<file path="src/rtl/gl_prim_if.sv">
// Vertex-in / triangle-out bundle between the vertex source, gl_prim_assembler and gl_rasterizer.
// Vertex transfer: vtx_in is taken at a posedge only when vtx_valid and vtx_ready are both high.
interface gl_prim_if #(
  parameter int W  = 96,
  parameter int AW = 3
);
  logic [W-1:0]  vtx_in;
  logic          vtx_valid;
  logic          vtx_ready;
  logic [W-1:0]  fifo_out1;
  logic [W-1:0]  fifo_out2;
  logic [W-1:0]  fifo_out3;
  logic          fifo_ready;
  logic          raster_ready;
  logic          busy;
  logic [AW:0]   fifo_level;
  logic [15:0]   tri_count;
  logic [1:0]    state_dbg;

  modport slave (
    input  vtx_in, vtx_valid, raster_ready,
    output vtx_ready, fifo_out1, fifo_out2, fifo_out3, fifo_ready,
           busy, fifo_level, tri_count, state_dbg
  );

  modport master (
    output vtx_in, vtx_valid, raster_ready,
    input  vtx_ready, fifo_out1, fifo_out2, fifo_out3, fifo_ready,
           busy, fifo_level, tri_count, state_dbg
  );
endinterface

</file>
<file path="src/rtl/gl_prim_assembler.sv">
// Buffers incoming vertices, groups every three into a triangle and holds it
// stable on fifo_out1..3 until the rasterizer's completion edge.
module gl_prim_assembler #(
  parameter int VERTEX_TYPE_SIZE = 96,
  parameter int DEPTH            = 8,
  parameter int AW               = 3
) (
  input  logic      clk,
  input  logic      rst,
  gl_prim_if.slave  bus
);
  typedef enum logic [1:0] {
    COLLECT = 2'd0,
    ISSUE   = 2'd1,
    BUSY    = 2'd2
  } state_t;

  localparam logic [AW:0] FULL_LEVEL = (AW+1)'(DEPTH);

  logic [VERTEX_TYPE_SIZE-1:0] mem [DEPTH];
  logic [AW-1:0]               wr_ptr, rd_ptr;
  logic [AW:0]                 level;
  logic [1:0]                  slot_k;
  logic                        rr_q;
  logic [15:0]                 tri_q;
  logic [VERTEX_TYPE_SIZE-1:0] out1_q, out2_q, out3_q;
  state_t                      state_q, state_d;

  logic full, empty, push, pop, rise;

  assign full  = (level == FULL_LEVEL);
  assign empty = (level == '0);
  // A full FIFO refuses the push even if a pop happens in the same cycle.
  assign push  = bus.vtx_valid && !full;
  assign pop   = (state_q == COLLECT) && !empty;
  assign rise  = bus.raster_ready && !rr_q;

  always_ff @(posedge clk) begin
    if (push) mem[wr_ptr] <= bus.vtx_in;
  end

  always_ff @(posedge clk) begin
    if (rst) begin
      wr_ptr  <= '0;
      rd_ptr  <= '0;
      level   <= '0;
      slot_k  <= '0;
      rr_q    <= 1'b0;
      tri_q   <= '0;
      out1_q  <= '0;
      out2_q  <= '0;
      out3_q  <= '0;
    end else begin
      rr_q <= bus.raster_ready;
      if (push) wr_ptr <= wr_ptr + AW'(1);
      if (pop) begin
        rd_ptr <= rd_ptr + AW'(1);
        case (slot_k)
          2'd0:    out1_q <= mem[rd_ptr];
          2'd1:    out2_q <= mem[rd_ptr];
          default: out3_q <= mem[rd_ptr];
        endcase
        slot_k <= (slot_k == 2'd2) ? 2'd0 : slot_k + 2'd1;
      end
      case ({push, pop})
        2'b10:   level <= level + (AW+1)'(1);
        2'b01:   level <= level - (AW+1)'(1);
        default: level <= level;
      endcase
      if (state_q == BUSY && rise) tri_q <= tri_q + 16'd1;
    end
  end

  always_ff @(posedge clk) begin
    if (rst) state_q <= COLLECT;
    else     state_q <= state_d;
  end

  // Edges arriving outside BUSY are dropped; only BUSY watches for completion.
  always_comb begin
    state_d = state_q;
    case (state_q)
      COLLECT: if (pop && slot_k == 2'd2) state_d = ISSUE;
      ISSUE:   state_d = BUSY;
      BUSY:    if (rise) state_d = COLLECT;
      default: state_d = COLLECT;
    endcase
  end

  assign bus.vtx_ready  = !full;
  assign bus.fifo_out1  = out1_q;
  assign bus.fifo_out2  = out2_q;
  assign bus.fifo_out3  = out3_q;
  assign bus.fifo_ready = (state_q == ISSUE);
  assign bus.busy       = (state_q != COLLECT);
  assign bus.fifo_level = level;
  assign bus.tri_count  = tri_q;
  assign bus.state_dbg  = state_q;
endmodule

</file>
<file path="src/flat_wrapper.sv">
// flat-port wrapper written by rule: the top's interface ports become plain ports
module gl_prim_assembler_flat 
#(
  parameter int VERTEX_TYPE_SIZE = 96,
  parameter int DEPTH            = 8,
  parameter int AW               = 3
)
  (clk, rst, bus_vtx_in, bus_vtx_valid, bus_raster_ready, bus_vtx_ready, bus_fifo_out1, bus_fifo_out2, bus_fifo_out3, bus_fifo_ready, bus_busy, bus_fifo_level, bus_tri_count, bus_state_dbg);
  gl_prim_if #(.W((96)), .AW(AW)) bus_i ();
  input  logic clk;
  input  logic rst;
  input wire logic [$bits(bus_i.vtx_in)-1:0] bus_vtx_in;
  input wire logic [$bits(bus_i.vtx_valid)-1:0] bus_vtx_valid;
  input wire logic [$bits(bus_i.raster_ready)-1:0] bus_raster_ready;
  output wire logic [$bits(bus_i.vtx_ready)-1:0] bus_vtx_ready;
  output wire logic [$bits(bus_i.fifo_out1)-1:0] bus_fifo_out1;
  output wire logic [$bits(bus_i.fifo_out2)-1:0] bus_fifo_out2;
  output wire logic [$bits(bus_i.fifo_out3)-1:0] bus_fifo_out3;
  output wire logic [$bits(bus_i.fifo_ready)-1:0] bus_fifo_ready;
  output wire logic [$bits(bus_i.busy)-1:0] bus_busy;
  output wire logic [$bits(bus_i.fifo_level)-1:0] bus_fifo_level;
  output wire logic [$bits(bus_i.tri_count)-1:0] bus_tri_count;
  output wire logic [$bits(bus_i.state_dbg)-1:0] bus_state_dbg;
  assign bus_i.vtx_in = bus_vtx_in;
  assign bus_i.vtx_valid = bus_vtx_valid;
  assign bus_i.raster_ready = bus_raster_ready;
  assign bus_vtx_ready = bus_i.vtx_ready;
  assign bus_fifo_out1 = bus_i.fifo_out1;
  assign bus_fifo_out2 = bus_i.fifo_out2;
  assign bus_fifo_out3 = bus_i.fifo_out3;
  assign bus_fifo_ready = bus_i.fifo_ready;
  assign bus_busy = bus_i.busy;
  assign bus_fifo_level = bus_i.fifo_level;
  assign bus_tri_count = bus_i.tri_count;
  assign bus_state_dbg = bus_i.state_dbg;
  gl_prim_assembler #(.VERTEX_TYPE_SIZE(VERTEX_TYPE_SIZE), .DEPTH(DEPTH), .AW(AW)) u_core (.clk(clk), .rst(rst), .bus(bus_i));
endmodule
</file>
<file path="config.mk">
export PLATFORM = sky130hd
export DESIGN_NAME = gl_prim_assembler_flat
export DESIGN_NICKNAME = d
export VERILOG_FILES = /design/src/rtl/gl_prim_if.sv /design/src/rtl/gl_prim_assembler.sv /design/src/flat_wrapper.sv
export SDC_FILE = /design/constraint.sdc
export NUM_CORES = 1
export LEC_CHECK = 0
export ABC_CLOCK_PERIOD_IN_PS = 17900
export BUFFER_PORTS_ARGS = -buffer_cell sky130_fd_sc_hd__buf_2
export CAP_MARGIN = 20
export CELL_PAD_IN_SITES_DETAIL_PLACEMENT = 0
export CELL_PAD_IN_SITES_GLOBAL_PLACEMENT = 1
export CORE_MARGIN = 2
export CORE_UTILIZATION = 52
export DETAILED_ROUTE_END_ITERATION = 8
export PLACE_DENSITY_LB_ADDON = 0.1
export SYNTH_ARGS = -nofsm -noshare
export SYNTH_HDL_FRONTEND = slang
export SYNTH_SLANG_ARGS = --single-unit
</file>
<file path="constraint.sdc">
create_clock -name clk -period 17.9 [get_ports clk]
set_input_delay 0.895 -clock clk [delete_from_list [all_inputs] [get_ports clk]]
set_output_delay 0.895 -clock clk [all_outputs]
set_load 0.1 [all_outputs]
</file>
==> results of run 1 <==
## sequential cells by signal (all words and copies together) (netlist names), named ones only
name / count
u_core.bus.tri_count: 16
u_core.bus.fifo_out3: 96
u_core.bus.fifo_out2: 96
u_core.bus.fifo_level: 4
u_core.wr_ptr: 3
u_core.bus.fifo_out1: 96
u_core.bus.state_dbg: 2
u_core.rd_ptr: 3
u_core.slot_k: 2
u_core.mem: 768
u_core.rr_q: 1
## through the flow
stage	hold WS [ns]	power (W)
after floorplan	0.463	0.00558
after global placement	0.438	0.00614
after detailed placement	0.441	0.00618
after CTS	0.454	0.00845
after global routing	0.472	0.00868
final	0.456	0.00838
## per-layer routing
metal / vias up / wire [µm] / global-route usage
li1: 8865 / - / -
met1: 10500 / 37900 / 0.317
met2: 617 / 44500 / 0.384
met3: 159 / 4930 / 0.0438
met4: 18 / 2250 / 0.0746
met5: - / 114 / 0
## logic make-up (layout without fill, tap and decap cells)
| kind of cell | after synthesis | in the layout | synth area share |
|---|---|---|---|
| other | 0 | 11 | 0 |
| xor gates and xnor gates | 18 | 18 | 0.00406 |
| and+or+nand+nor | 93 | 93 | 0.0135 |
| DFF | 1090 | 1090 | 0.761 |
| buffers and inverters | 125 | 655 | 0.0143 |
| muxes | 291 | 291 | 0.137 |
| adders and majority gates | 6 | 6 | 0.00194 |
| AOI/OAI and AO/OA | 310 | 310 | 0.0684 |
## power groups by stage
stage | combinational, W | clock (W) | sequential, W
2_1_floorplan | 0.000961 | 0 | 0.00462
3_3_place_gp | 0.00290 | 0 | 0.00324
3_5_place_dp | 0.00293 | 0 | 0.00325
4_1_cts | 0.00293 | 0.00232 | 0.00320
5_1_grt | 0.00305 | 0.00242 | 0.00321
6_report | 0.00293 | 0.00227 | 0.00317
## worst max-delay path by stage
stage / depth (start not counted) / slack, ns / from / endpoint
after global routing: 5 / 14.11 / u_core.bus.fifo_level[1] / u_core.mem[5][1]
after detailed placement: 5 / 14.04 / bus_vtx_valid / u_core.mem[5][89]
after CTS: 5 / 14.33 / u_core.bus.fifo_level[1] / u_core.mem[5][89]
after floorplan: 5 / 5.38 / u_core.bus.fifo_level[1] / u_core.mem[0][0]
after global placement: 5 / 14.03 / bus_vtx_valid / u_core.mem[5][4]
final: 5 / 14.38 / u_core.bus.fifo_level[1] / u_core.mem[5][79]
## placed cells by master (no fill, tap or decap), types with 11 or more instances in the layout
cell                        count
sky130_fd_sc_hd__buf_4         31
sky130_fd_sc_hd__buf_2        412
sky130_fd_sc_hd__clkbuf_1      35
sky130_fd_sc_hd__mux4_2       192
sky130_fd_sc_hd__dfxtp_1      319
sky130_fd_sc_hd__diode_2       11
sky130_fd_sc_hd__edfxtp_1     768
sky130_fd_sc_hd__mux2i_1       99
sky130_fd_sc_hd__clkbuf_8      21
sky130_fd_sc_hd__clkbuf_16    121
sky130_fd_sc_hd__o2bb2ai_1    288
sky130_fd_sc_hd__clkinv_2      15
sky130_fd_sc_hd__nor2_1        23
## critical path, cell delays in order, from the launching register on
cell,delay [ns]
sky130_fd_sc_hd__dfxtp_1,0.48
sky130_fd_sc_hd__or4b_2,0.27
sky130_fd_sc_hd__nand3_1,0.31
sky130_fd_sc_hd__nor2_4,0.61
sky130_fd_sc_hd__buf_4,0.77
sky130_fd_sc_hd__buf_4,0.66
## cell type report
class | count | area (µm²) | area share
flip-flops and latches | 1090 | 29500 | 0.647
clock inverters | 29 | 215 | 0.00472
clock buffers | 179 | 3460 | 0.0759
diodes | 11 | 27.5 | 0.000604
well taps | 969 | 1210 | 0.0266
multi-input cells | 718 | 8800 | 0.193
repair buffers | 446 | 2360 | 0.0518
inverters | 1 | 3.75 | 0.0000823
==> results.toml, run 1 <==
[yosys]
syn_nets = 2039
cells_after_synthesis = 1933
synth_area_per_cell_um2 = 20.1
post-synth-top-area-cell = "sky130_fd_sc_hd__edfxtp_1"
synth.lib_cells_used.distinct = 43
ys_seq_area_frac = 0.761
ys_warn_count = 0
yosys_register_bits = 1090
synthDominantCellAreaShare = 0.595
synth-edff-count = 768
synth-main-ff-cell = "sky130_fd_sc_hd__edfxtp_1"
yosys.cell_count.top_type = "sky130_fd_sc_hd__edfxtp_1"
synth_async_sr_flop_share = 0
synth_top_cells_by_count = "768 x sky130_fd_sc_hd__edfxtp_1, 322 x sky130_fd_sc_hd__dfxtp_1, 288 x sky130_fd_sc_hd__o2bb2ai_1"
netlist_top_cells_area = "sky130_fd_sc_hd__edfxtp_1 59%, sky130_fd_sc_hd__dfxtp_1 17%, sky130_fd_sc_hd__mux4_2 11%"
synthesis.area_um2 = 38800

[timing]
timing_max_transition_violations_final = 0
sum_of_negative_setup_slack_ns = 0
hold_violations = 0
postLayoutSetupSlackWorst_ns = 14.38
maxSlewHeadroom = 0.253
layout_worst_path_cycle_share = 0.197
grt_setup_unrepaired = "no"
timing_worst_slew_pin_value_ns = 1.12
setup_violations = 0
finalWorstPathRequiredPeriod_ns = 3.52
clock-skew-final_ns = 0.0195
fmax_mhz = 284

[pwr]
leakagePower_nw = 15.8
clockPowerShare = 0.271
gate_power_share = 0.350
total_switching_power_w = 0.00336
seqPwrFrac = 0.379
worst_case_vdd_ir_drop_mv = 0.166
switching_share = 0.401
cellInternalPower_w = 0.00502
p_per_area_nw_per_um2 = 184

[run_status]
run_status = "completed"

[floorplan]
floorplan.die_area_um2 = 76800
boundaryPins = 413
start_util = 0.523
core-area_um2 = 74200
fp-row-count = 100
dieHeight_um = 277
horizontal_extent_of_the_die_um = 277

[global_routing]
grt_pass1_vias = 20800
antenna_found_initial = 28
gr-total-overflow = 0
maximum_number_of_pins_on_one_net_before_global_route_repair = 105
wire_length_of_the_first_global_routing_pass_um = 134000
total_grt_usage = 0.233

[placed_design]
routabilityCongestion = 0.765
dp.cells = 3223
placement.io_buffers = 412
placed_cell_area_um2 = 41900
dp_hpwl_um = 50200
dpl_worst_slack_ns = 14.04

[clocking]
clock-root-buffer = "sky130_fd_sc_hd__clkbuf_16"
numCtsBuffers = 109
cts.sink_count = 1090
holdBufCountCts = 0
clk-insertion-delay-late_ns = 0.64
worst_case_clock_buffer_depth = 3
cts_htree_levels = 3
post-cts-setup-buffer-count = 0
clk_pin_slew_ns = 0.06
cts_tree = "built"
cts_repair_resize_count = 0

[final_layout]
num-nets-final = 2472
drive_gt1_frac = 0.336
final_util = 0.615
num-fill-cells = 5402
syn_to_layout_area_delta_pct = 17.6
finalInstanceArea_um2 = 45600
finalNonFillerCells = 3443

[drt]
drt_first_iter_violations = 1470
residual_drc_count = 0
post_drt_via_cell_ratio = 5.86
via_count = 20200
wl_per_cell_um = 26.0
drt_first_pass_iters = 7
drtAntennaViolNets = 0
finalWirelength_um = 89700

[worst_setup_path]
r2r_slack_ns = 14.38
setup.worst_path.class = "reg2reg"
critPathCaptureType = "flip-flop"
cp.required_ns = 18.17
arrival_ns = 3.80
r2r-end = "u_core.mem[5][79]"
ff_to_ff_path_depth = 5
critPathLaunchType = "flip-flop"
crit_fanout = 47
worstReg2RegStart = "u_core.bus.fifo_level[1]"

[hold_path]
min_delay_path_depth = 1
hold_start = "u_core.bus.fifo_out1[89]"
hold_path.class = "reg2reg"
holdPathEnd = "u_core.bus.fifo_out1[89]"

[flow_run]
cap_violations = 0
No activity file was read; power rests on OpenSTA's default activity.
==> inputs of run 2 (changes only) <==
- ABC_CLOCK_PERIOD_IN_PS: 17900 -> 2900
- CORE_UTILIZATION: 52 -> 46
- clock period: 17.9 -> 2.9 ns (I/O delays scaled with it)
==> results.toml, run 2 (synthesized netlist as in run 1, its figures left out) <==
[floorplan]
dieHeight_um = 294
horizontal_extent_of_the_die_um = 294
fp-row-count = 106
core-area_um2 = 83600
start_util = 0.464
boundaryPins = 413
floorplan.die_area_um2 = 86700

[flow_run]
cap_violations = 0

[drt]
post_drt_via_cell_ratio = 5.59
wl_per_cell_um = 24.9
drt_first_iter_violations = 1254
via_count = 20600
drt_first_pass_iters = 4
drtAntennaViolNets = 0
finalWirelength_um = 91700
residual_drc_count = 0

[clocking]
cts_tree = "built"
numCtsBuffers = 111
holdBufCountCts = 100
worst_case_clock_buffer_depth = 3
cts.sink_count = 1090
clk_pin_slew_ns = 0.06
cts_repair_resize_count = 0
clk-insertion-delay-late_ns = 0.66
cts_htree_levels = 3
post-cts-setup-buffer-count = 0
clock-root-buffer = "sky130_fd_sc_hd__clkbuf_16"

[worst_setup_path]
worst_path_max_delay_cell = "sky130_fd_sc_hd__or4b_4"
crit_fanout = 8
setup.worst_path.class = "reg2reg"
critical_path.cell_chain = "or4b_4, nand2_8, ha_1, xor2_1, ha_1, a21oi_1, xor2_1, or3_1, a21oi_1"
timing.critical_path.max_delay_family = "simple AND/OR/NAND/NOR gates"
cp.required_ns = 3.48
worst-path-buf-inv = 0
cpPeakStageDelay_ns = 0.61
critPathLaunchType = "flip-flop"
arrival_ns = 3.09
critPathCaptureType = "flip-flop"

[final_layout]
drive_gt1_frac = 0.338
num-nets-final = 2596
commonest_non_fill_non_tap_cells_in_the_layout = "768 x sky130_fd_sc_hd__edfxtp_1, 412 x sky130_fd_sc_hd__buf_2, 313 x sky130_fd_sc_hd__dfxtp_1, 288 x sky130_fd_sc_hd__o2bb2ai_1, 192 x sky130_fd_sc_hd__mux4_2"
num-fill-cells = 6411
seq_area_um2 = 29500
syn_to_layout_area_delta_pct = 22.2
finalNonFillerCells = 3679
largest_register_ffs = 768
layout.cells.most_common = "sky130_fd_sc_hd__edfxtp_1"
area_of_the_multi_input_gates_um2 = 8860
registers.top_by_ff_count = "u_core.mem"

[placed_design]
dpl_worst_slack_ns = 0.429
routabilityCongestion = 0.753
dp.cells = 3357
dp_hpwl_um = 53600
placement.io_buffers = 412

[timing]
worst_hold_slack_ns = 0.279
fmax_mhz = 400
postLayoutSetupSlackWorst_ns = 0.398
grt_setup_unrepaired = "no"
clock-skew-final_ns = 0.0156
hold_violations = 0
finalWorstPathRequiredPeriod_ns = 2.50
setup_violations = 0
maxSlewHeadroom = 0.415
layout_worst_path_cycle_share = 0.863
timing_max_transition_violations_final = 0
timing_worst_slew_pin_value_ns = 0.878

[global_routing]
antenna_found_initial = 17
grt_pass1_vias = 21600
gr-total-overflow = 0
wire_length_of_the_first_global_routing_pass_um = 138000
maximum_number_of_pins_on_one_net_before_global_route_repair = 64
total_grt_usage = 0.211

[pwr]
p_per_area_nw_per_um2 = 1110
worst_case_vdd_ir_drop_mv = 1.01
leakagePower_nw = 16.4

[run_status]
run_status = "completed"

[hold_path]
hold_path.class = "in2reg"
[run 2: worst paths after layout]
| kind | startpoint | endpoint | slack, ns | cells past startpoint |
|---|---|---|---|---|
| hold / removal | bus_vtx_in[25] | u_core.mem[1][25] | 0.28 | 2 |
| hold reg to reg | u_core.bus.fifo_out3[59] | u_core.bus.fifo_out3[59] | 0.45 | 1 |
| setup / recovery | u_core.bus.fifo_level[0] | u_core.bus.fifo_level[2] | 0.40 | 9 |
| setup reg to reg | u_core.bus.fifo_level[0] | u_core.bus.fifo_level[2] | 0.40 | 9 |
[run 2: layout make-up]
| class | count | area share |
|---|---|---|
| diodes | 10 | 0.000528 |
| clock buffers | 163 | 0.0685 |
| clock inverters | 49 | 0.0102 |
| inverters | 1 | 0.0000792 |
| multi-input cells | 718 | 0.187 |
| flip-flops and latches | 1090 | 0.623 |
| well taps | 1080 | 0.0285 |
| repair buffers | 568 | 0.0824 |
[run 2: report_power, final]
part / internal [W] / switching, W / leakage [nW] / total, W
logic: 0.00445 / 0.0142 / 4.99 / 0.0187
registers: 0.0186 / 0.000993 / 9.60 / 0.0196
clock network: 0.00841 / 0.00586 / 1.84 / 0.0143
total: 0.0315 / 0.0211 / 16.4 / 0.0525
[run 2: layer usage]
metal	global-route usage	routed length (µm)
met3	0.0425	4890
met4	0.0472	1460
met1	0.288	40000
met5	0	76
met2	0.352	45300
[run 2: per-stage QoR]
step	cell area (µm²)	setup TNS, ns	power [W]	util
floorplan	38900	-667.90	0.0344	-
global placement	42700	0	0.0384	0.510
detailed placement	42700	0	0.0386	0.510
CTS	47400	0	0.0531	0.567
global route	47400	0	0.0545	0.567
finish	47400	0	0.0525	0.567
==> inputs of run 3 (changes only) <==
- ABC_AREA: not set -> 1
- CORE_UTILIZATION: 46 -> 42
==> results.toml, run 3 <==
[pwr]
gate_power_share = 0.413
cellInternalPower_w = 0.0319
worst_case_vdd_ir_drop_mv = 0.783
total_switching_power_w = 0.0264
seqPwrFrac = 0.336
p_per_area_nw_per_um2 = 1160
leakagePower_nw = 19.4
switching_share = 0.453
clockPowerShare = 0.250

[final_layout]
commonest_non_fill_non_tap_cells_in_the_layout = "768 x sky130_fd_sc_hd__edfxtp_1, 631 x sky130_fd_sc_hd__nand2_1, 617 x sky130_fd_sc_hd__nor2_1, 412 x sky130_fd_sc_hd__buf_2, 315 x sky130_fd_sc_hd__dfxtp_1"
layout.cells.most_common = "sky130_fd_sc_hd__edfxtp_1"
registers.top_by_ff_count = "u_core.mem"
num-nets-final = 4333
num-fill-cells = 8901
drive_gt1_frac = 0.169
finalNonFillerCells = 5618
area_of_the_multi_input_gates_um2 = 10200
syn_to_layout_area_delta_pct = 20.7
seq_area_um2 = 29500
largest_register_ffs = 768
finalInstanceArea_um2 = 50300

[yosys]
synth-edff-count = 768
synthDominantCellAreaShare = 0.553
ys_seq_area_frac = 0.708
synth_async_sr_flop_share = 0
synth-main-ff-cell = "sky130_fd_sc_hd__edfxtp_1"
cells_after_synthesis = 3746
synthesis.area_um2 = 41700
syn_nets = 3852
synth_top_cells_by_count = "768 x sky130_fd_sc_hd__edfxtp_1, 633 x sky130_fd_sc_hd__nand2_1, 626 x sky130_fd_sc_hd__nor2_1"
synth.lib_cells_used.distinct = 36
synth_area_per_cell_um2 = 11.1
post-synth-top-area-cell = "sky130_fd_sc_hd__edfxtp_1"
yosys_register_bits = 1090
ys_warn_count = 0
yosys.cell_count.top_type = "sky130_fd_sc_hd__edfxtp_1"
netlist_top_cells_area = "sky130_fd_sc_hd__edfxtp_1 55%, sky130_fd_sc_hd__dfxtp_1 15%, sky130_fd_sc_hd__nand2_1 5.7%"

[clocking]
post-cts-setup-buffer-count = 0
cts.sink_count = 1090
clock-root-buffer = "sky130_fd_sc_hd__clkbuf_16"
cts_htree_levels = 3
cts_repair_resize_count = 0
worst_case_clock_buffer_depth = 3
clk_pin_slew_ns = 0.06
clk-insertion-delay-late_ns = 0.70
cts_tree = "built"
numCtsBuffers = 115

[global_routing]
total_grt_usage = 0.220
antenna_found_initial = 11
wire_length_of_the_first_global_routing_pass_um = 171000
maximum_number_of_pins_on_one_net_before_global_route_repair = 201
grt_pass1_vias = 26900
gr-total-overflow = 0

[drt]
finalWirelength_um = 114000
wl_per_cell_um = 20.3
residual_drc_count = 0
drtAntennaViolNets = 0
drt_first_pass_iters = 6
via_count = 28400
drt_first_iter_violations = 2241
post_drt_via_cell_ratio = 5.05

[worst_setup_path]
cp.required_ns = 3.27
critPathLaunchType = "flip-flop"
critPathCaptureType = "flip-flop"
r2r-end = "u_core.mem[1][79]"
arrival_ns = 2.51
r2r_slack_ns = 0.76
worstReg2RegStart = "u_core.bus.fifo_level[2]"
setup.worst_path.class = "reg2reg"
crit_fanout = 13
ff_to_ff_path_depth = 7

[timing]
timing_max_transition_violations_final = 0
grt_setup_unrepaired = "no"
finalWorstPathRequiredPeriod_ns = 2.14
maxSlewHeadroom = 0.347
clock-skew-final_ns = 0.0194
layout_worst_path_cycle_share = 0.737
fmax_mhz = 468
setup_violations = 0
timing_worst_slew_pin_value_ns = 0.979
hold_violations = 0

[floorplan]
start_util = 0.424
fp-row-count = 115
dieHeight_um = 319
floorplan.die_area_um2 = 102000
horizontal_extent_of_the_die_um = 319
boundaryPins = 413
core-area_um2 = 98400

[flow_run]
cap_violations = 0

[hold_path]
holdPathEnd = "u_core.mem[0][82]"
min_delay_path_depth = 2
hold_start = "bus_vtx_in[82]"
hold_path.class = "in2reg"

[placed_design]
placement.io_buffers = 412
routabilityCongestion = 0.743
placed_cell_area_um2 = 45500
dp.cells = 5297
dp_hpwl_um = 66900

[run_status]
run_status = "completed"
## run 3: worst max-delay path, stage by stage (launching register included)
cell and delay, ns:
sky130_fd_sc_hd__dfxtp_4 0.39, sky130_fd_sc_hd__inv_4 0.05, sky130_fd_sc_hd__nand3_4 0.08, sky130_fd_sc_hd__nand2_4 0.09
sky130_fd_sc_hd__nor2_2 0.10, sky130_fd_sc_hd__inv_2 0.10, sky130_fd_sc_hd__nor2_4 0.59, sky130_fd_sc_hd__buf_4 0.40
## run 3: worst max-delay path by stage
stage               cells past startpoint                 endpoint  slack, ns                startpoint
floorplan                               6         u_core.mem[1][0]      -0.18  u_core.bus.fifo_level[2]
global placement                        7        u_core.mem[1][69]       0.77  u_core.bus.fifo_level[2]
detailed placement                      5  u_core.bus.fifo_out1[7]       0.75                 flip-flop
CTS                                     5  u_core.bus.fifo_out1[7]       0.74                 flip-flop
global route                            5  u_core.bus.fifo_out3[7]       0.56                 flip-flop
finish                                  7        u_core.mem[1][79]       0.76  u_core.bus.fifo_level[2]
## run 3: cell type report
class,count,share of cell area
tap,1287,0.0320
inverter,230,0.0179
timing repair buffer,597,0.0857
clock buffer,153,0.0650
multi-input combinational,2193,0.202
sequential,1090,0.587
antenna,3,0.000149
clock inverter,65,0.0101
## run 3: repair_timing
action / CTS / global route
endpoints found under the hold margin: 784 / 0
hold buffers: 100 / 0
endpoints found under the setup margin: 0 / 0
## run 3: cell families (layout without fill, tap and decap cells)
group / count (synthesis) / count (layout) / share of synthesized area
xor gates and xnor gates: 6 / 6 / 0.00126
buffers and inverters: 463 / 1045 / 0.0505
DFF: 1090 / 1090 / 0.708
other: 0 / 3 / 0
AOI/OAI and AO/OA: 899 / 899 / 0.121
and+or+nand+nor: 1282 / 1282 / 0.117
adders and majority gates: 6 / 6 / 0.00180
## run 3: power groups by stage
stage	Combinational (W)	Sequential, W	Clock (W)
after floorplan	0.00936	0.0290	0
after global routing	0.0259	0.0198	0.0155
after CTS	0.0243	0.0196	0.0149
after global placement	0.0241	0.0199	0
final	0.0241	0.0196	0.0146
after detailed placement	0.0242	0.0199	0
## run 3: metal layers
layer / track usage / part of all wire
met3: 0.0361 / 0.046
met4: 0.0497 / 0.019
met5: 0 / 0.00086
met2: 0.349 / 0.46
met1: 0.317 / 0.47
## run 3: per-stage QoR
step                      total power (W)  setup TNS [ns]  hold slack [ns]   util  setup slack (ns)
after CTS                          0.0589               0            0.215  0.511             0.741
after detailed placement           0.0441               0            0.392  0.463             0.751
after global placement             0.0440               0            0.390  0.463             0.769
after global routing               0.0612               0            0.262  0.511             0.564
after floorplan                    0.0383         -126.83            0.244      -            -0.181
final                              0.0583               0            0.269  0.511             0.762
